**config.mk**
```make
export PLATFORM = sky130hd
export DESIGN_NAME = serial_subtractor
export DESIGN_NICKNAME = d
export VERILOG_FILES = /design/src/rtl/relay_alu_pkg.sv /design/src/rtl/subtractor_block.sv /design/src/rtl/serial_subtractor.sv
export SDC_FILE = /design/constraint.sdc
export NUM_CORES = 1
export LEC_CHECK = 0
export ABC_CLOCK_PERIOD_IN_PS = 2450
export CORE_MARGIN = 4
export CORE_UTILIZATION = 45
export CTS_CLUSTER_SIZE = 14
export DETAILED_ROUTE_END_ITERATION = 12
export PLACE_DENSITY = 0.71
export SETUP_SLACK_MARGIN = 0.02
export SYNTH_ARGS = -nofsm -noshare
export SYNTH_HDL_FRONTEND = slang
export SYNTH_SLANG_ARGS = --single-unit
```
**constraint.sdc**
```tcl
create_clock -name clk -period 2.45 [get_ports clk]
set_input_delay 0.735 -clock clk [delete_from_list [all_inputs] [get_ports clk]]
set_output_delay 0.735 -clock clk [all_outputs]
set_load 0.03 [all_outputs]
```
**src/rtl/relay_alu_pkg.sv**
```systemverilog
// Shared definitions for the relay-computer ALU units: datapath width and
// the sequencing states used by the bit-serial arithmetic blocks.
package relay_alu_pkg;

  localparam int ALU_WIDTH = 8;

  typedef enum logic [1:0] {
    IDLE   = 2'd0,
    STEP   = 2'd1,
    SETTLE = 2'd2,
    DONE   = 2'd3
  } sub_state_e;

endpackage

```
**src/rtl/subtractor_block.sv**
```systemverilog
// One-bit full subtractor: diff = b - c - borrow_in, with the borrow chain
// that mirrors the adder unit's carry chain.
module subtractor_block (
  input  logic b_bit,
  input  logic c_bit,
  input  logic borrow_in,
  output logic diff_bit,
  output logic borrow_out
);

  assign diff_bit   = b_bit ^ c_bit ^ borrow_in;
  assign borrow_out = (~b_bit & c_bit) | (~(b_bit ^ c_bit) & borrow_in);

endmodule

```
**src/rtl/serial_subtractor.sv**
```systemverilog
// Bit-serial B - C, LSB first, one bit step followed by SETTLE_CYCLES idle
// cycles per bit to emulate relay switching time.
module serial_subtractor
  import relay_alu_pkg::*;
#(
  parameter int WIDTH         = ALU_WIDTH,
  parameter int SETTLE_CYCLES = 2
) (
  input  logic             clk,
  input  logic             reset,
  input  logic             start,
  input  logic [WIDTH-1:0] b_val,
  input  logic [WIDTH-1:0] c_val,
  output logic             busy,
  output logic             done,
  output logic [WIDTH-1:0] diff,
  output logic             borrow_out,
  output logic             zero,
  output logic             sign
);

  // Handshake: start is sampled only while IDLE (ignored otherwise, never
  // queued); busy rises the cycle after acceptance; done is a one-cycle pulse
  // in the same cycle busy falls, with diff and flags valid from then on.

  localparam int IW = (WIDTH > 1) ? $clog2(WIDTH) : 1;
  localparam int CW = (SETTLE_CYCLES > 0) ? $clog2(SETTLE_CYCLES + 1) : 1;
  localparam logic [IW-1:0] IDX_LAST    = IW'(WIDTH - 1);
  localparam logic [CW-1:0] SETTLE_LAST = CW'((SETTLE_CYCLES > 0) ? SETTLE_CYCLES - 1 : 0);

  sub_state_e       state_q, state_d;
  logic [WIDTH-1:0] b_q, b_d;
  logic [WIDTH-1:0] c_q, c_d;
  logic [WIDTH-1:0] res_q, res_d;
  logic             br_q, br_d;
  logic [IW-1:0]    idx_q, idx_d;
  logic [CW-1:0]    cnt_q, cnt_d;
  logic [WIDTH-1:0] diff_q, diff_d;
  logic             borrow_q, borrow_d;
  logic             zero_q, zero_d;
  logic             sign_q, sign_d;
  logic             done_q, done_d;
  logic             busy_q, busy_d;

  logic             bit_diff;
  logic             bit_borrow;

  subtractor_block u_sub (
    .b_bit      (b_q[idx_q]),
    .c_bit      (c_q[idx_q]),
    .borrow_in  (br_q),
    .diff_bit   (bit_diff),
    .borrow_out (bit_borrow)
  );

  always_comb begin
    state_d  = state_q;
    b_d      = b_q;
    c_d      = c_q;
    res_d    = res_q;
    br_d     = br_q;
    idx_d    = idx_q;
    cnt_d    = cnt_q;
    diff_d   = diff_q;
    borrow_d = borrow_q;
    zero_d   = zero_q;
    sign_d   = sign_q;
    done_d   = 1'b0;
    // Output flops lag the state by one cycle, giving the extra result cycle.
    busy_d   = (state_q == STEP) || (state_q == SETTLE);

    unique case (state_q)
      IDLE: begin
        if (start) begin
          b_d     = b_val;
          c_d     = c_val;
          res_d   = '0;
          br_d    = 1'b0;
          idx_d   = '0;
          cnt_d   = '0;
          state_d = STEP;
        end
      end
      STEP: begin
        res_d[idx_q] = bit_diff;
        br_d         = bit_borrow;
        if (SETTLE_CYCLES > 0) begin
          cnt_d   = '0;
          state_d = SETTLE;
        end else if (idx_q == IDX_LAST) begin
          state_d = DONE;
        end else begin
          idx_d = idx_q + IW'(1);
        end
      end
      SETTLE: begin
        if (cnt_q == SETTLE_LAST) begin
          cnt_d = '0;
          if (idx_q == IDX_LAST) begin
            state_d = DONE;
          end else begin
            idx_d   = idx_q + IW'(1);
            state_d = STEP;
          end
        end else begin
          cnt_d = cnt_q + CW'(1);
        end
      end
      DONE: begin
        diff_d   = res_q;
        borrow_d = br_q;
        zero_d   = (res_q == '0);
        sign_d   = res_q[WIDTH-1];
        done_d   = 1'b1;
        state_d  = IDLE;
      end
      default: state_d = IDLE;
    endcase
  end

  always_ff @(posedge clk or posedge reset) begin
    if (reset) begin
      state_q  <= IDLE;
      b_q      <= '0;
      c_q      <= '0;
      res_q    <= '0;
      br_q     <= 1'b0;
      idx_q    <= '0;
      cnt_q    <= '0;
      diff_q   <= '0;
      borrow_q <= 1'b0;
      zero_q   <= 1'b0;
      sign_q   <= 1'b0;
      done_q   <= 1'b0;
      busy_q   <= 1'b0;
    end else begin
      state_q  <= state_d;
      b_q      <= b_d;
      c_q      <= c_d;
      res_q    <= res_d;
      br_q     <= br_d;
      idx_q    <= idx_d;
      cnt_q    <= cnt_d;
      diff_q   <= diff_d;
      borrow_q <= borrow_d;
      zero_q   <= zero_d;
      sign_q   <= sign_d;
      done_q   <= done_d;
      busy_q   <= busy_d;
    end
  end

  assign busy       = busy_q;
  assign done       = done_q;
  assign diff       = diff_q;
  assign borrow_out = borrow_q;
  assign zero       = zero_q;
  assign sign       = sign_q;

endmodule

```
==> qor.yml <==
run_status:
  status: "finished, final reports clean"
logic_synthesis:
  synth_top_area_share_pct: 52.5
  syn_inst: 166
  yosysMostFrequentCell: "dfrtp_1"
  ys_seq_area_share_pct: 52.5
  synthTopCellsByCount: "dfrtp_1 (44), mux2_2 (27), inv_1 (14)"
  yosys_warnings: 0
  synth.net_count: 193
  yosys-top-cells-area: "dfrtp_1 (52%), mux2_2 (14%), ha_1 (4.2%)"
  syn_area_mm2: 0.00210
  ys_seq_elements: 44
  synthFlopType: "dfrtp_1"
  async_flop_share_pct: 100
  synth_area_leader_cell: "dfrtp_1"
  syn_area_per_cell_um2: 12.6
  synth_edf_count: 0
  ys_types: 37
clocking:
  cts.clk_slew.worst_paths_ns: 0.08
  cts_tree: "done"
  clock_path_buffers: 2
  cts_buffers: 5
  cts-root-buf: "clkbuf_8"
  clock_latency_ns: 0.30
  htree_levels: 2
  cts.sinks: 44
layout:
  fillers: 361
  final_cell_count_no_fill: 252
  antenna_cells: 0
  final_util_pct: 57.7
  final_layout_size_suffix_gt1_share_pct: 22.0
  multi_input_area_um2: 891
  nNetsFinal: 226
  area_delta_synth_final_pct: 22.3
  register_area_mm2: 0.00110
setup_path:
  cp.arrival_ns: 2.51
  end_kind: "flop"
  reg2reg_slack_ns: 0.15
  critPathMaxFanout: 8
  r2r_end: "res_q[5]"
  r2r-start: "idx_q[0]"
  worstPathRequired_ns: 2.66
  critPathLaunchType: "flop"
  reg2regPathDepth: 6
  worstSetupPathType: "reg -> reg"
global_routing:
  grt_max_degree: 45
  grt.overflow.total: 0
  grt_usage_pct: 14.5
  grt_pass1_vias: 1485
  antenna_found_initial: 0
  grt_pass1_wl_mm: 6.78
job:
  cap_violations: 0
pwr:
  peakVddDrop_mv: 0.446
  seq_power_share_pct: 40.3
  p_leak_nw: 1.12
  powerDensity_mw_per_mm2: 1050
  p_clk_share_pct: 20.3
  switching_share_pct: 33.4
  p_switching_mw: 0.898
  power_frac_comb_pct: 39.4
  power.internal_mw: 1.79
detailed_routing:
  firstDrtPassIters: 4
  routed_wl_mm: 3.86
  vias: 1398
  drc: 0
  antenna_left: 0
  via_per_inst: 5.55
  drtIter0Drc: 75
  avgRoutedWirePerCell_um: 15.3
placed_design:
  gp_congestion: 0.900
  dpl.cell_count: 243
  hpwl_mm: 2.80
  portBuffers: 31
floorplan:
  die_x_um: 76.3
  die_area_mm2: 0.00582
  die_y_um: 76.3
  core_mm2: 0.00444
  initial_core_util_pct: 47.2
  rows: 24
  io_pins: 32
min_path:
  hold_class: "reg -> reg"
  hp-start: "diff[4]"
  min_to: "diff[4]"
  hold_depth: 1
timing:
  slew_viol_final: 0
  max_clock_freq_mhz: 435
  setup_viol: 0
  tightest_slew_ns: 0.529
  skew_ns: 0.00793
  tns_ns: 0
  post-route-period-util_pct: 93.8
  holdWs_ns: 0.507
  timing_hold_violations_final: 0
  period_minus_slack_ns: 2.30
  worst_slew_margin_rel_pct: 64.7
  rsz0062_at_grt: "no"
how the worst max path moves through the flow:
| stage | start | end | slack [ns] | cells past startpoint |
|---|---|---|---|---|
| floorplan | idx_q[0] | res_q[0] | 0.24 | 6 |
| global placement | idx_q[0] | res_q[1] | 0.14 | 5 |
| detailed placement | idx_q[0] | res_q[5] | 0.04 | 5 |
| CTS | idx_q[0] | res_q[5] | 0.09 | 6 |
| global route | idx_q[0] | res_q[5] | 0.04 | 6 |
| finish | idx_q[0] | res_q[5] | 0.15 | 6 |
repair_timing:
item | CTS | global route
buffers inserted | 1 | 0
resized for setup | 0 | 1
setup endpoints to repair | 1 | 5
cloned | 0 | 0
hold buffers | 0 | 0
pin swaps | 0 | 0
hold endpoints to repair | 0 | 0
sequential cells by signal, indices dropped and copies added (netlist names), 2 cells and up:
signal / flops
state_q: 2
cnt_q: 2
diff: 8
b_q: 8
c_q: 8
res_q: 8
idx_q: 3
per-stage QoR:
step / worst slack, ns / cell area (µm²) / total power [mW]
final: 0.151 / 2570 / 2.69
after global routing: 0.0423 / 2570 / 2.87
after CTS: 0.0931 / 2560 / 2.71
after detailed placement: 0.0356 / 2450 / 2.15
after global placement: 0.139 / 2450 / 2.08
after floorplan: 0.236 / 2100 / 1.86
logic make-up after synthesis:
logic type               share of synthesized area [%]
AND/OR/NAND/NOR                                   8.23
buffers and inverters                             5.07
multiplexers                                      20.5
adder cells (fa/ha/maj)                           5.13
flip-flops                                        52.5
AO/OA/AOI/OAI                                     8.65
area by class of cell:
cell class	instances	area share [%]
tap	52	2.54
clock buffer	6	2.83
timing repair buffer	36	13.6
inverter	14	2.05
multi-input combinational	98	34.7
sequential	44	43.0
clock inverter	2	1.37
power groups by stage:
stage	Combinational, mW	Clock, mW	Sequential [mW]
after global routing	1.17	0.591	1.12
after detailed placement	1.05	0	1.10
after global placement	0.988	0	1.09
after floorplan	0.728	0	1.13
after CTS	1.07	0.553	1.09
final	1.06	0.545	1.08
placed cells by master (no fill, tap or decap), types with 2 or more instances in the layout:
master,synthesis,layout
a21oi_1,9,9
buf_4,1,5
clkbuf_8,0,5
clkdlybuf4s50_1,0,31
dfrtp_1,44,43
ha_1,7,7
inv_1,14,14
mux2_2,27,27
mux4_1,3,3
nand2b_1,2,2
nand3_1,7,7
nand3b_1,4,4
nor2_1,3,3
nor4_1,2,2
o21ai_0,5,5
o22ai_1,8,8
or3b_1,3,3
worst max-delay path, cell delays in order (launching register included):
cell and delay (ns):
dfrtp_2 0.43, mux4_1 0.55, mux2_2 0.29, fa_1 0.42
nand3b_1 0.16, buf_4 0.18, o22ai_1 0.19
layer usage:
metal,vias to the layer above,global-route usage [%],part of all wire [%]
met4,0,5.80,1.7
met5,-,0,0
met2,33,25.6,53
met3,7,4.96,4.5
met1,690,16.0,41
li1,668,-,-
No activity file was read; power rests on OpenSTA's default activity.
